--- src/rtl/ch2_38decoder_hold_pkg.sv ---
// ---------------------------------------------------------------------------
// ch2_dec_pkg
// Shared definitions for the chapter-2 3:8 decoder with output hold.
//   - state_t   : FSM state encoding (ST_IDLE / ST_HOLD)
//   - onehot()  : binary code -> one-hot word, computed over a fixed maximum
//                 width so that callers can size-cast to their own OUT_W.
// ---------------------------------------------------------------------------
package ch2_dec_pkg;

    typedef enum logic {
        ST_IDLE = 1'b0,
        ST_HOLD = 1'b1
    } state_t;

    // The decoder supports code widths up to ONEHOT_MAX_IN_W bits.
    localparam int ONEHOT_MAX_IN_W  = 5;
    localparam int ONEHOT_MAX_OUT_W = 2 ** ONEHOT_MAX_IN_W;

    // 1 << code. Every code value is legal, so there is no out-of-range case.
    function automatic logic [ONEHOT_MAX_OUT_W-1:0] onehot(
        input logic [ONEHOT_MAX_IN_W-1:0] code
    );
        return {{(ONEHOT_MAX_OUT_W-1){1'b0}}, 1'b1} << code;
    endfunction

endpackage

--- src/rtl/ch2_38decoder_hold_if.sv ---
// ---------------------------------------------------------------------------
// ch2_38decoder_hold_if
// Input handshake plus held one-hot output of the 3:8 decoder.
//   EN       block enable (low aborts any active hold)
//   I        binary code, qualified by I_VALID
//   I_READY  decoder can take I this cycle
//   O        one-hot output, zero when nothing is held
//   O_VALID  O carries a held word
//   BUSY     decoder FSM is in HOLD
// master = the side supplying codes; slave = the decoder.
// ---------------------------------------------------------------------------
interface ch2_38decoder_hold_if #(
    parameter int IN_W = 3
) ();
    localparam int OUT_W = 2 ** IN_W;

    logic              EN;
    logic [IN_W-1:0]   I;
    logic              I_VALID;
    logic              I_READY;
    logic [OUT_W-1:0]  O;
    logic              O_VALID;
    logic              BUSY;

    modport master (
        output EN,
        output I,
        output I_VALID,
        input  I_READY,
        input  O,
        input  O_VALID,
        input  BUSY
    );

    modport slave (
        input  EN,
        input  I,
        input  I_VALID,
        output I_READY,
        output O,
        output O_VALID,
        output BUSY
    );
endinterface

--- src/rtl/ch2_38decoder_hold_counter.sv ---
// ---------------------------------------------------------------------------
// ch2_hold_counter
// Down-counter that times how long a decoded word stays on the output.
//   clk, rst  clock / asynchronous active-high reset (count -> 0)
//   clr       force count to 0 (used when a hold is aborted)
//   load      load HOLD-1 (start of a new hold window)
//   dec       count down by one, saturating at 0
//   zero      count is 0 (last cycle of the hold window)
// Priority: clr > load > dec.
// ---------------------------------------------------------------------------
module ch2_hold_counter #(
    parameter int HOLD = 4
) (
    input  logic clk,
    input  logic rst,
    input  logic clr,
    input  logic load,
    input  logic dec,
    output logic zero
);
    // With HOLD=1 the load value is 0 and a 1-bit register is still kept.
    localparam int                 CNT_W    = (HOLD > 1) ? $clog2(HOLD) : 1;
    localparam logic [CNT_W-1:0]   LOAD_VAL = CNT_W'(HOLD - 1);

    logic [CNT_W-1:0] cnt;

    always_ff @(posedge clk or posedge rst) begin
        if (rst) begin
            cnt <= '0;
        end else if (clr) begin
            cnt <= '0;
        end else if (load) begin
            cnt <= LOAD_VAL;
        end else if (dec && (cnt != '0)) begin
            cnt <= cnt - CNT_W'(1);
        end
    end

    assign zero = (cnt == '0);

endmodule

--- src/rtl/ch2_38decoder_hold.sv ---
// ---------------------------------------------------------------------------
// ch2_38decoder_hold
// Registered 3-to-8 one-hot decoder with valid/ready input and a timed hold.
// An accepted code appears on O on the accepting edge and stays there for
// exactly HOLD cycles, then O returns to zero unless a new code is accepted
// in the last hold cycle (back-to-back, no gap).
// Ports:
//   CLK   clock, rising edge
//   RST   asynchronous active-high reset
//   bus   slave side of ch2_38decoder_hold_if (EN, I, I_VALID, I_READY,
//         O, O_VALID, BUSY)
// Parameters:
//   IN_W  code width (<= ch2_dec_pkg::ONEHOT_MAX_IN_W); OUT_W = 2**IN_W
//   HOLD  cycles each word is held, >= 1
// ---------------------------------------------------------------------------
module ch2_38decoder_hold
    import ch2_dec_pkg::*;
#(
    parameter int IN_W = 3,
    parameter int HOLD = 4
) (
    input  logic                   CLK,
    input  logic                   RST,
    ch2_38decoder_hold_if.slave    bus
);
    localparam int OUT_W = 2 ** IN_W;

    state_t             state_q, state_d;
    logic [OUT_W-1:0]   o_q, o_d;
    logic               ov_q, ov_d;
    logic               cnt_zero;
    logic               cnt_clr, cnt_load, cnt_dec;
    logic               ready;
    logic               xfer;
    logic [OUT_W-1:0]   code_onehot;

    // Ready in IDLE, or in the last hold cycle so a new word follows with no gap.
    // Reset forces IDLE, so I_READY follows EN while RST is high.
    assign ready = bus.EN & ((state_q == ST_IDLE) | ((state_q == ST_HOLD) & cnt_zero));
    assign xfer  = bus.I_VALID & ready;

    assign code_onehot = OUT_W'(onehot(ONEHOT_MAX_IN_W'(bus.I)));

    ch2_hold_counter #(
        .HOLD (HOLD)
    ) u_hold_counter (
        .clk  (CLK),
        .rst  (RST),
        .clr  (cnt_clr),
        .load (cnt_load),
        .dec  (cnt_dec),
        .zero (cnt_zero)
    );

    // State register
    always_ff @(posedge CLK or posedge RST) begin
        if (RST) begin
            state_q <= ST_IDLE;
        end else begin
            state_q <= state_d;
        end
    end

    // Next-state logic; EN-low abort outranks transfer, transfer outranks count
    always_comb begin
        state_d = state_q;
        unique case (state_q)
            ST_IDLE: begin
                if (xfer) begin
                    state_d = ST_HOLD;
                end
            end
            ST_HOLD: begin
                if (!bus.EN) begin
                    state_d = ST_IDLE;
                end else if (!cnt_zero) begin
                    state_d = ST_HOLD;
                end else if (xfer) begin
                    state_d = ST_HOLD;
                end else begin
                    state_d = ST_IDLE;
                end
            end
            default: state_d = ST_IDLE;
        endcase
    end

    // Output / counter-control logic
    always_comb begin
        o_d      = o_q;
        ov_d     = ov_q;
        cnt_clr  = 1'b0;
        cnt_load = 1'b0;
        cnt_dec  = 1'b0;
        unique case (state_q)
            ST_IDLE: begin
                if (xfer) begin
                    o_d      = code_onehot;
                    ov_d     = 1'b1;
                    cnt_load = 1'b1;
                end else begin
                    o_d  = '0;
                    ov_d = 1'b0;
                end
            end
            ST_HOLD: begin
                if (!bus.EN) begin
                    o_d     = '0;
                    ov_d    = 1'b0;
                    cnt_clr = 1'b1;
                end else if (!cnt_zero) begin
                    cnt_dec = 1'b1;
                end else if (xfer) begin
                    o_d      = code_onehot;
                    ov_d     = 1'b1;
                    cnt_load = 1'b1;
                end else begin
                    o_d  = '0;
                    ov_d = 1'b0;
                end
            end
            default: begin
                o_d  = '0;
                ov_d = 1'b0;
            end
        endcase
    end

    // Output register
    always_ff @(posedge CLK or posedge RST) begin
        if (RST) begin
            o_q  <= '0;
            ov_q <= 1'b0;
        end else begin
            o_q  <= o_d;
            ov_q <= ov_d;
        end
    end

    assign bus.I_READY = ready;
    assign bus.O       = o_q;
    assign bus.O_VALID = ov_q;
    assign bus.BUSY    = (state_q == ST_HOLD);

endmodule

--- src/flat_wrapper.sv ---
// flat-port wrapper written by rule: the top's interface ports become plain ports
module ch2_38decoder_hold_flat import ch2_dec_pkg::*;
#(
    parameter int IN_W = 3,
    parameter int HOLD = 4
)
  (CLK, RST, bus_EN, bus_I, bus_I_VALID, bus_I_READY, bus_O, bus_O_VALID, bus_BUSY);
  ch2_38decoder_hold_if #(.IN_W(IN_W)) bus_i ();
  input  logic CLK;
  input  logic RST;
  input wire logic [$bits(bus_i.EN)-1:0] bus_EN;
  input wire logic [$bits(bus_i.I)-1:0] bus_I;
  input wire logic [$bits(bus_i.I_VALID)-1:0] bus_I_VALID;
  output wire logic [$bits(bus_i.I_READY)-1:0] bus_I_READY;
  output wire logic [$bits(bus_i.O)-1:0] bus_O;
  output wire logic [$bits(bus_i.O_VALID)-1:0] bus_O_VALID;
  output wire logic [$bits(bus_i.BUSY)-1:0] bus_BUSY;
  assign bus_i.EN = bus_EN;
  assign bus_i.I = bus_I;
  assign bus_i.I_VALID = bus_I_VALID;
  assign bus_I_READY = bus_i.I_READY;
  assign bus_O = bus_i.O;
  assign bus_O_VALID = bus_i.O_VALID;
  assign bus_BUSY = bus_i.BUSY;
  ch2_38decoder_hold #(.IN_W(IN_W), .HOLD(HOLD)) u_core (.CLK(CLK), .RST(RST), .bus(bus_i));
endmodule
--- config.mk ---
export PLATFORM = sky130hd
export DESIGN_NAME = ch2_38decoder_hold_flat
export DESIGN_NICKNAME = d
export VERILOG_FILES = /design/src/rtl/ch2_38decoder_hold_pkg.sv /design/src/rtl/ch2_38decoder_hold_if.sv /design/src/rtl/ch2_38decoder_hold_counter.sv /design/src/rtl/ch2_38decoder_hold.sv /design/src/flat_wrapper.sv
export SDC_FILE = /design/constraint.sdc
export NUM_CORES = 1
export LEC_CHECK = 0
export ABC_AREA = 1
export CAP_MARGIN = 40
export CORE_MARGIN = 1.5
export CORE_UTILIZATION = 30
export DETAILED_ROUTE_END_ITERATION = 7
export PLACE_DENSITY = 0.65
export SYNTH_ARGS = -nofsm -noshare
export SYNTH_HDL_FRONTEND = slang
export SYNTH_HIERARCHICAL = 1
export SYNTH_SLANG_ARGS = --single-unit
--- constraint.sdc ---
create_clock -name CLK -period 1.6 [get_ports CLK]
set_input_delay 0.48 -clock CLK [delete_from_list [all_inputs] [get_ports CLK]]
set_output_delay 0.48 -clock CLK [all_outputs]
set_load 0.05 [all_outputs]
Word level (Yosys, flattened, before mapping). Index checks and enable logic that the tools add are counted.

Register bits after elaboration: 12. Bits of input ports: 7. Output and inout bits: 11. Logic and storage cells: 38.

Add/sub/neg operators: 1. Eq/ne operators: 1. Shift-type cells: 1. Muxes and demuxes: 22. Bitwise operators: 5. Reduce and logical (&&, ||, !) cells: 4.

Operators by type and width (count): 8-bit two-way mux (3); 8-bit case mux with 2 select lines (1); 1-bit two-way mux (12); 1-bit by 3-bit left shift with 8-bit output, first input constant (1); 2-bit two-way mux (3); 1-bit case mux with 2 select lines (3); 1-bit bitwise AND (3); 3-bit != test, second input constant (1); 3-bit nonzero test (1); 2-bit zero test (1); 2-bit nonzero test (1); 2-bit by 1-bit subtractor with 2-bit output, second input constant (1); 1-bit logical AND (1); 1-bit NOT (1); 1-bit OR (1).

Longest topological paths before layout. Gate-level depths: netlist (run 1).

Depth in word-level cells: 11. Mapped depth: 9. Mapped depth without buffers: 9.

Cells and area by module. Netlist (run 1), hierarchy kept.

By module, submodules not included: ch2_38decoder_hold (instances 1, cells each 62, area an instance 475.5 sq um, seq. area each 250.2 sq um); ch2_hold_counter (instances 1, cells each 19, area an instance 130.1 sq um, seq. area each 50.0 sq um).

Worst setup path after synthesis (run 1). Ideal clock, no wire load.

Path type: register to output. Start point: register u_core.state_q (netlist: u_core/bus.BUSY). End point: output port bus_I_READY. Arrival time: 1.491 ns. Data required time: 1.120 ns. Slack: -0.371 ns. Stages on the path, launching flop included: 2. Path buffers: 0. Path through: dfrtp_1 > a21oi_1.

Word-level cells in the longest chain between the ends: 3. Elaborated cells between the ends (all ways): 4. Those cells by class: bitwise (4).

Ends and longest elaborated chain: start: declaration (RTL line ch2_38decoder_hold.sv:28) `state_t state_q, state_d;`; start signal: assignment (RTL line ch2_38decoder_hold.sv:60) `state_q <= state_d;`; 1-bit bitwise AND or 1-bit NOT (tied branches); 1-bit OR * (RTL line ch2_38decoder_hold.sv:39) `assign ready = bus.EN & ((state_q == ST_IDLE) | ((state_q == ST_HOLD) & cnt_zero));`; 1-bit bitwise AND * (RTL line ch2_38decoder_hold.sv:39); end: declaration (RTL line flat_wrapper.sv:14) `output wire logic [$bits(bus_i.I_READY)-1:0] bus_I_READY;`.

Every way passes the cells marked *; elsewhere a longest branch is shown, timed or not.

Worst setup path after layout (run 1).
Start point: register u_core.u_hold_counter.cnt[0]. End point: output port bus_I_READY.

Word-level cells in the longest chain between the ends: 4.

Ends and longest elaborated chain: start: declaration (RTL line ch2_38decoder_hold_counter.sv:25) `logic [CNT_W-1:0] cnt;`; start signal: assignment (RTL line ch2_38decoder_hold_counter.sv:35) `cnt <= cnt - CNT_W'(1);`; 2-bit zero test (RTL line ch2_38decoder_hold_counter.sv:39) `assign zero = (cnt == '0);`; net u_core.cnt_zero (RTL line ch2_38decoder_hold.sv:31) `logic cnt_zero;`; 1-bit bitwise AND (RTL line ch2_38decoder_hold.sv:39); 1-bit OR (RTL line ch2_38decoder_hold.sv:39); 1-bit bitwise AND (RTL line ch2_38decoder_hold.sv:39).

The timed path passes the listed nets, and every way through them passes these cells.

==> impl_summary.md, run 1 <==
GRT
The global routing usage on met1 is 16.7%. The via count of the first global-routing pass was 519. The most used routing layer in global routing is met2. The first global-routing pass estimated 2.15 mm of wire. After global routing the overflow that remains totals 0. In the global route stage, overall resource usage came out at 14.0%. The number of antenna violations at the first check in global routing is 0. Global routing used 2.26% of the available met3 tracks. In the global route stage, met2 resource usage came out at 23.5%. Entering global routing, the biggest net connects 11 pins.

STA
The slew of the pin with the lowest slew margin is 0.384 ns. The count of final hold-check violations is 0. In the final timing run, aggregate negative setup slack is -0.0949 ns.

The count of final setup violators is 1. The tightest hold path in the finished design has a slack of 0.391 ns. Setup repair after global routing could not meet its margin everywhere. The routed design could run at a clock period as short as 1.69 ns. After layout, the worst path uses 106% of the clock period. The number of pins exceeding their max-slew limit in the final report is 0.

The maximum clock frequency is 590 MHz. Measured against its own limit, the worst slew margin works out to 74.4%. Across the routed clock network, the largest skew measured is 0.000964 ns. Across all setup checks in the final design, the least slack found is -0.0949 ns.

Worst setup path
The worst setup path is captured at an output port. STA puts the critical path data required time at 1.12 ns. The critical path contains buffers and inverters numbering 3 combined.

The slowest stage of the critical path belongs to the cell sky130_fd_sc_hd__dfrtp_1. The kind of cell with the highest combined delay along the critical path is flip-flops. Walking the worst path, the cells encountered are inv_1 > ha_2 > inv_2 > a21oi_4 > buf_12. At the worst endpoint, the arrival time is 1.21 ns. The startpoint-to-endpoint class of the critical path is flip-flop to output port. On the worst path, the slowest cell contributes a delay of 0.38 ns.

The startpoint type of the worst setup path is a flip-flop. The biggest fanout along the worst timing path is 2.

Floorplanning
The initial core utilization is 31.5%. The die is 47.9 µm tall. The floorplan step set the die width to 47.9 µm.

The floorplan die area is 0.00230 mm². The number of placed I/O pins is 18. The floorplan row count is 16.

The total area inside the core boundary comes to 0.00192 mm².

Clock network
The root buffer cell chosen for the clock tree is sky130_fd_sc_hd__clkbuf_4. The total CTS buffers is 3. The number of hold buffers added after cts is 0. TritonCTS built the clock tree.

The latest clock arrival within the worst-skew pair is 0.26 ns. In this run the deepest clock path goes through 2 buffers. The number of H-tree levels is 1. The register clock-pin slew on the reported worst setup and hold paths is 0.07 ns. Counting every sink on the clock net gives 12.

Yosys
The total nets after synthesis is 89. Synthesis inferred 12 register bits. After synthesis, the netlist uses 13 different library cells. After synthesis the cells add up to 606 µm². The Yosys step of the flow raised 6 warnings. The sequential cell area fraction in the yosys report is 49.6%. The cell count after synthesis is 81. A synthesized cell averages 7.48 µm².

Route
After detailed routing, the number of vias per cell comes to 4.32. The detailed router finished its first iteration with 14 violations. For this run, the detailed router's first-pass iteration total came to 4. For this block, the via count after detailed routing is 596. The detailed-route wire length is 1.31 mm. Dividing the detail-routed wire length by the instance count gives 9.51 µm. In the routed design, unresolved DRC markers number 0. The detail route stage leaves a number of antenna-violating nets equal to 0.

Power and ir drop
Net switching is 35.0% of the power. In this run the power density over the cells is 1060 mW/mm². The peak supply drop is 467 µV. Combinational cells account for 44.1% of the total power. The internal power of the cells totals 0.000711 W. Summing internal, switching and leakage power gives 0.00109 W. The static power due to leakage is 0.537 nW.

The net switching power figure is 0.000384 W. The clock group share of total power is 21.4%. In this run, flip-flops and latches consume 34.5% of the power.

Min path
The worst hold path belongs to the class primary input to asynchronous set/reset pin.

Layout
The final standard cell utilization of the core is 53.9%. The repair_antennas step left the layout with diodes totalling 0. In the final layout, the share of cells above drive strength 1 is 29.7%. The net count of the finished layout is 120. Relative to the synthesized area, the layout overhead comes to 71.1%.

Placement
The HPWL after detailed placement is 1.06 mm. OpenSTA, run right after detailed placement, puts the worst setup slack at -0.215 ns. Buffers placed on the I/O ports in this run total 17. At the end of routability-driven placement, the weighted congestion stood at 0.814.

Flow run
The tool flagged a number of max-cap violations equal to 0.

Status
The checks that failed: setup timing. The run finished, with violations left.
## sequential cells by signal, summed over array words and instances (netlist names)
name and flops:
u_core/bus.BUSY 1, u_core/bus.O 8, u_core/bus.O_VALID 1, u_core/u_hold_counter/cnt 2
## power groups by stage
stage	Sequential (W)	Clock (W)	Combinational [W]
2_1_floorplan	0.000424	0	0.000205
3_3_place_gp	0.000388	0	0.000424
3_5_place_dp	0.000390	0	0.000436
4_1_cts	0.000378	0.000246	0.000488
5_1_grt	0.000384	0.000263	0.000526
6_report	0.000378	0.000235	0.000482
## metal layers
layer  vias up  share of wire, %
li1        311                 -
met1       269                46
met2        14                50
met3         2               3.7
met4         0              0.91
met5         -                 0
## layout make-up
cell class                      count  area [µm²]
Fill cell                         191         886
Timing Repair Buffer               26         347
Sequential cell                    12         300
Multi-Input combinational cell     56         270
Inverter                           13        48.8
Clock buffer                        4        36.3
Tap cell                           27        33.8
## cells by family (layout without fill, tap and decap cells)
family / Yosys count / after routing / synth area share, %
DFF: 12 / 12 / 49.6
and+or+nand+nor: 48 / 48 / 33.9
adders and majority gates: 1 / 1 / 2.07
AOI/OAI and AO/OA: 7 / 7 / 6.40
buffers and inverters: 13 / 43 / 8.06
## cell usage in the layout (no fill, tap or decap)
master	n
sky130_fd_sc_hd__ha_2	1
sky130_fd_sc_hd__o21ai_0	3
sky130_fd_sc_hd__buf_12	11
sky130_fd_sc_hd__dfrtp_1	12
sky130_fd_sc_hd__nor2_2	1
sky130_fd_sc_hd__a21oi_1	2
sky130_fd_sc_hd__a21oi_2	1
sky130_fd_sc_hd__clkdlybuf4s50_1	5
sky130_fd_sc_hd__clkbuf_8	1
sky130_fd_sc_hd__inv_1	11
sky130_fd_sc_hd__nor2_4	1
sky130_fd_sc_hd__a21oi_4	1
sky130_fd_sc_hd__nand2_1	31
sky130_fd_sc_hd__nand4_1	2
sky130_fd_sc_hd__nand2_2	2
sky130_fd_sc_hd__dlygate4sd2_1	1
sky130_fd_sc_hd__nand3_1	4
sky130_fd_sc_hd__buf_4	9
sky130_fd_sc_hd__nor2_1	7
sky130_fd_sc_hd__inv_2	2
sky130_fd_sc_hd__clkbuf_4	3
## path summary, 6_finish.rpt
check | cells past startpoint | from | end | slack, ns
min | 2 | RST | u_core/u_hold_counter/cnt[1] | 0.39
max in group asynchronous | 2 | RST | u_core/bus.O[5] | 0.81
min reg2reg | 2 | u_core/bus.O[0] | u_core/bus.O[0] | 0.54
max | 5 | u_core/u_hold_counter/cnt[0] | bus_I_READY | -0.09
min in group CLK | 2 | u_core/bus.O[0] | u_core/bus.O[0] | 0.54
max reg2reg | 9 | u_core/u_hold_counter/cnt[0] | u_core/u_hold_counter/cnt[1] | 0.22
## stage by stage
step / cell area (µm²) / instances
floorplan: 617 / 81
global placement: 983 / 132
detailed placement: 983 / 132
CTS: 1040 / 138
global route: 1040 / 138
finish: 1040 / 138
## synth_stat cells
| cell type | n | area share [%] |
|---|---|---|
| sky130_fd_sc_hd__nor2_4 | 1 | 1.9 |
| sky130_fd_sc_hd__a21oi_1 | 3 | 2.5 |
| sky130_fd_sc_hd__inv_1 | 13 | 8.1 |
| sky130_fd_sc_hd__nor2_2 | 1 | 1.0 |
| sky130_fd_sc_hd__nand2_2 | 2 | 2.1 |
| sky130_fd_sc_hd__nand4_1 | 2 | 2.1 |
| sky130_fd_sc_hd__nand2_1 | 31 | 19 |
| sky130_fd_sc_hd__ha_1 | 1 | 2.1 |
| sky130_fd_sc_hd__dfrtp_1 | 12 | 50 |
| sky130_fd_sc_hd__o21ai_0 | 3 | 2.5 |
| sky130_fd_sc_hd__nand3_1 | 4 | 3.3 |
| sky130_fd_sc_hd__nor2_1 | 7 | 4.3 |
| sky130_fd_sc_hd__a21oi_2 | 1 | 1.4 |
## timing repair
action / CTS / global route
pin swaps: 1 / 1
gates resized for setup: 4 / 0
endpoints found under the setup margin: 1 / 1
setup buffers: 2 / 0
gates cloned: 0 / 0
Note: power is estimated with default switching activity, not from simulation.
==> run 2, diff against run 1 <==
--- a/config.mk
+++ b/config.mk
@@ -7,10 +7,10 @@
 export LEC_CHECK = 0
 export ABC_AREA = 1
 export CAP_MARGIN = 40
-export CORE_MARGIN = 1.5
 export CORE_UTILIZATION = 30
 export DETAILED_ROUTE_END_ITERATION = 7
-export PLACE_DENSITY = 0.65
+export DONT_BUFFER_PORTS = 1
+export PLACE_DENSITY = 0.55
 export SYNTH_ARGS = -nofsm -noshare
 export SYNTH_HDL_FRONTEND = slang
 export SYNTH_HIERARCHICAL = 1
==> constraint.sdc (replaced) <==
create_clock -name CLK -period 1.5 [get_ports CLK]
set_input_delay 0.45 -clock CLK [delete_from_list [all_inputs] [get_ports CLK]]
set_output_delay 0.45 -clock CLK [all_outputs]
set_load 0.05 [all_outputs]
==> run 2 against run 1 <==
The flow still finishes with violations (setup timing); non-clock buffer count decreased by 19; core utilization decreased by 12 points; count of clock-buffer cells in the layout unchanged; total power shrank 1.6%; global-route usage decreased by 0.63 points; cell count shrank 15%; combinational power fell by 20%; largest cell class is now flip-flops and latches.
==> impl_summary.md, run 2 (same netlist as run 1, synthesis figures left out) <==
Status
The run finished, with violations left. The checks that failed: setup timing.

Power and ir drop
The internal power of the cells totals 0.000677 W. The net switching power figure is 0.000401 W. The total power is 0.00108 W. The net switching share of the total power is 37.2%. The clock group share of total power is 23.6%.

The analysis attributes to cell leakage a power of 0.415 nW. The sequential power share is 40.5%. The worst-case IR drop observed on VDD is 496 µV. The share of total power dissipated in combinational logic is 36.0%.

Dividing total power by cell area gives a power density of 1410 mW/mm².

Floorplanning
For this configuration, the core starts out at a cell density of 33.6%. In this run the horizontal extent of the chip is 46.9 µm. The floorplan die area is 0.00220 mm².

During I/O placement, the number of pins put on the boundary was 18. The floorplan row count is 15. The height of the chip is 46.9 µm. The floorplan step defined a core boundary enclosing 0.00180 mm².

Worst setup path
Setup slack on the worst reg-to-reg path comes out at 0.10 ns. The startpoint identified for the worst register-to-register timing path is u_core/u_hold_counter/cnt[0]. The worst reg2reg path endpoint is u_core/u_hold_counter/cnt[1]. The sort of element at the end of the critical path is an output port. The worst reg-to-reg path cell count is 9.

The critical path in this run is classified as flip-flop to output port. The data required time of the critical path is 1.05 ns. At the worst endpoint, the arrival time is 1.24 ns. The startpoint type of the worst setup path is a flip-flop.

The end of the critical path is bus_I_READY. The biggest fanout along the worst timing path is 2. Tracing the worst setup path back leads to its startpoint at u_core/u_hold_counter/cnt[0].

GRT
The total overflow left after global routing is 0. Global routing used 13.3% of the available tracks across all layers. The via count of the first global-routing pass is 468. Entering global routing, the biggest net connects 11 pins. The number of antenna violations at the first check in global routing was 0.

The global-route wire length before repair is 1.99 mm.

Clock network
The latest clock arrival within the worst-skew pair is 0.27 ns. The register clock-pin slew on the reported worst setup and hold paths is 0.08 ns. The total CTS buffers is 3.

In this run the number of H-tree levels came out at 1. The clock tree from TritonCTS is yes. The clock drives 12 sinks.

The maximum count of clock buffers along a single path is 2. The buffer cell driving the clock tree root is sky130_fd_sc_hd__clkbuf_4.

Route
The post-route DRC violation count is 0. Once detail routing completed, the nets flagged for antenna violations numbered 0. The detailed-route wire length is 1.24 mm. The initial detailed-routing violation count is 6.

For this run, the detailed router's first-pass iteration total came to 3. In the routed layout, each cell is associated on average with a via count of 4.42. The total vias in the final route is 517.

Dividing the detail-routed wire length by the instance count gives 10.6 µm.

Min path
In this run the worst hold path is classified as primary input to asynchronous set/reset pin.

Layout
From synthesis to final layout, the design area changed by 26.0%. The number of inserted diodes is 0. Across the whole layout, storage elements account for 302 µm². The area of the multi-input gates is 278 µm². The leading cell type in the layout, fill and taps excluded is sky130_fd_sc_hd__nand2_1. The net count of the finished layout is 101. Leaving out fill and tap cells, the most frequent cells in the layout are sky130_fd_sc_hd__nand2_1 (31), sky130_fd_sc_hd__inv_1 (12), sky130_fd_sc_hd__dfrtp_1 (11). The finished layout cell area is 763 µm².

The number of flip-flops in the largest register is 8. The fraction of layout instances using a drive strength above 1 is 20.7%. After filler insertion, the fill cell instance count of the layout stands at 198.

STA
The least setup slack across all paths after layout is -0.186 ns. The count of final hold-check violations is 0. For the pin with the worst max-slew slack, the measured transition is 0.493 ns. The post-route minimum period is 1.69 ns. The clock skew is 0.00174 ns.

Static timing analysis puts the maximum clock frequency at 593 MHz. The worst relative slew slack is 67.1%. The share of the cycle needed by the critical path after routing is 112%. Setup violations remaining at the end of the flow were counted as 1. Setup repair after global routing could not meet its margin everywhere. The number of pins exceeding their max-slew limit in the final report is 0.

Placement
Summed over all nets, the half-perimeter wirelength after detailed placement is 935 µm. The placed instance area is 699 µm². The number of input and output port buffers inserted is 0. At the end of routability-driven placement, the weighted congestion stood at 0.759.

Flow run
Across the run, the number of max-cap violations was 0.
==> run 2: worst min path at each step <==
| stage | to | depth (start not counted) | from |
|---|---|---|---|
| 2_1_floorplan | u_core/u_hold_counter/cnt[0] | 1 | RST |
| 3_3_place_gp | u_core/u_hold_counter/cnt[1] | 1 | RST |
| 3_5_place_dp | u_core/u_hold_counter/cnt[1] | 1 | RST |
| 4_1_cts | u_core/bus.O[0] | 1 | RST |
| 5_1_grt | u_core/bus.O[4] | 1 | RST |
| 6_report | u_core/bus.O[0] | 1 | RST |
==> run 2: per-layer routing <==
metal / track usage [%] / wire length, µm / vias up
met4: 8.57 / 8 / 0
met2: 17.8 / 523 / 16
met1: 18.4 / 591 / 230
met5: 0 / 0 / -
li1: - / - / 269
met3: 4.23 / 112 / 2
==> run 2: power by group through the flow <==
stage | sequential, W | clock [W] | combinational (W)
CTS | 0.000433 | 0.000271 | 0.000381
floorplan | 0.000453 | 0 | 0.000219
global placement | 0.000443 | 0 | 0.000334
finish | 0.000436 | 0.000254 | 0.000388
detailed placement | 0.000443 | 0 | 0.000345
global route | 0.000441 | 0.000275 | 0.000426
==> run 2: metrics by stage <==
stage	std cells	setup TNS (ns)	util [%]	setup WS, ns	hold slack (ns)
after global placement	111	0	38.8	0.0807	0.198
after CTS	117	-0.193	41.9	-0.193	0.0442
final	117	-0.186	42.4	-0.186	0.0359
after global routing	117	-0.241	42.4	-0.241	0.0782
after detailed placement	111	0	38.8	0.0309	0.198
after floorplan	81	0	-	0.0137	0.191
==> run 2: worst max-delay path: stages, from the launching register on <==
cell and delay, ns:
sky130_fd_sc_hd__dfrtp_1 0.38, sky130_fd_sc_hd__inv_1 0.06, sky130_fd_sc_hd__ha_2 0.18, sky130_fd_sc_hd__inv_2 0.05, sky130_fd_sc_hd__a21oi_4 0.14, sky130_fd_sc_hd__buf_12 0.15
==> run 2: area by class of cell <==
type | count | share of cell area [%]
Tap cell | 25 | 4.10
Timing Repair Buffer | 7 | 8.85
Clock buffer | 4 | 4.75
Inverter | 13 | 6.39
Multi-Input combinational cell | 56 | 36.4
Sequential cell | 12 | 39.5
==> run 2: repair_timing <==
action / 4_1_cts / 5_1_grt
hold buffers: 1 / 0
pin swaps: 1 / 0
endpoints found under the setup margin: 1 / 3
endpoints found under the hold margin: 2 / 0
setup buffers: 1 / 0
gates resized for setup: 2 / 1
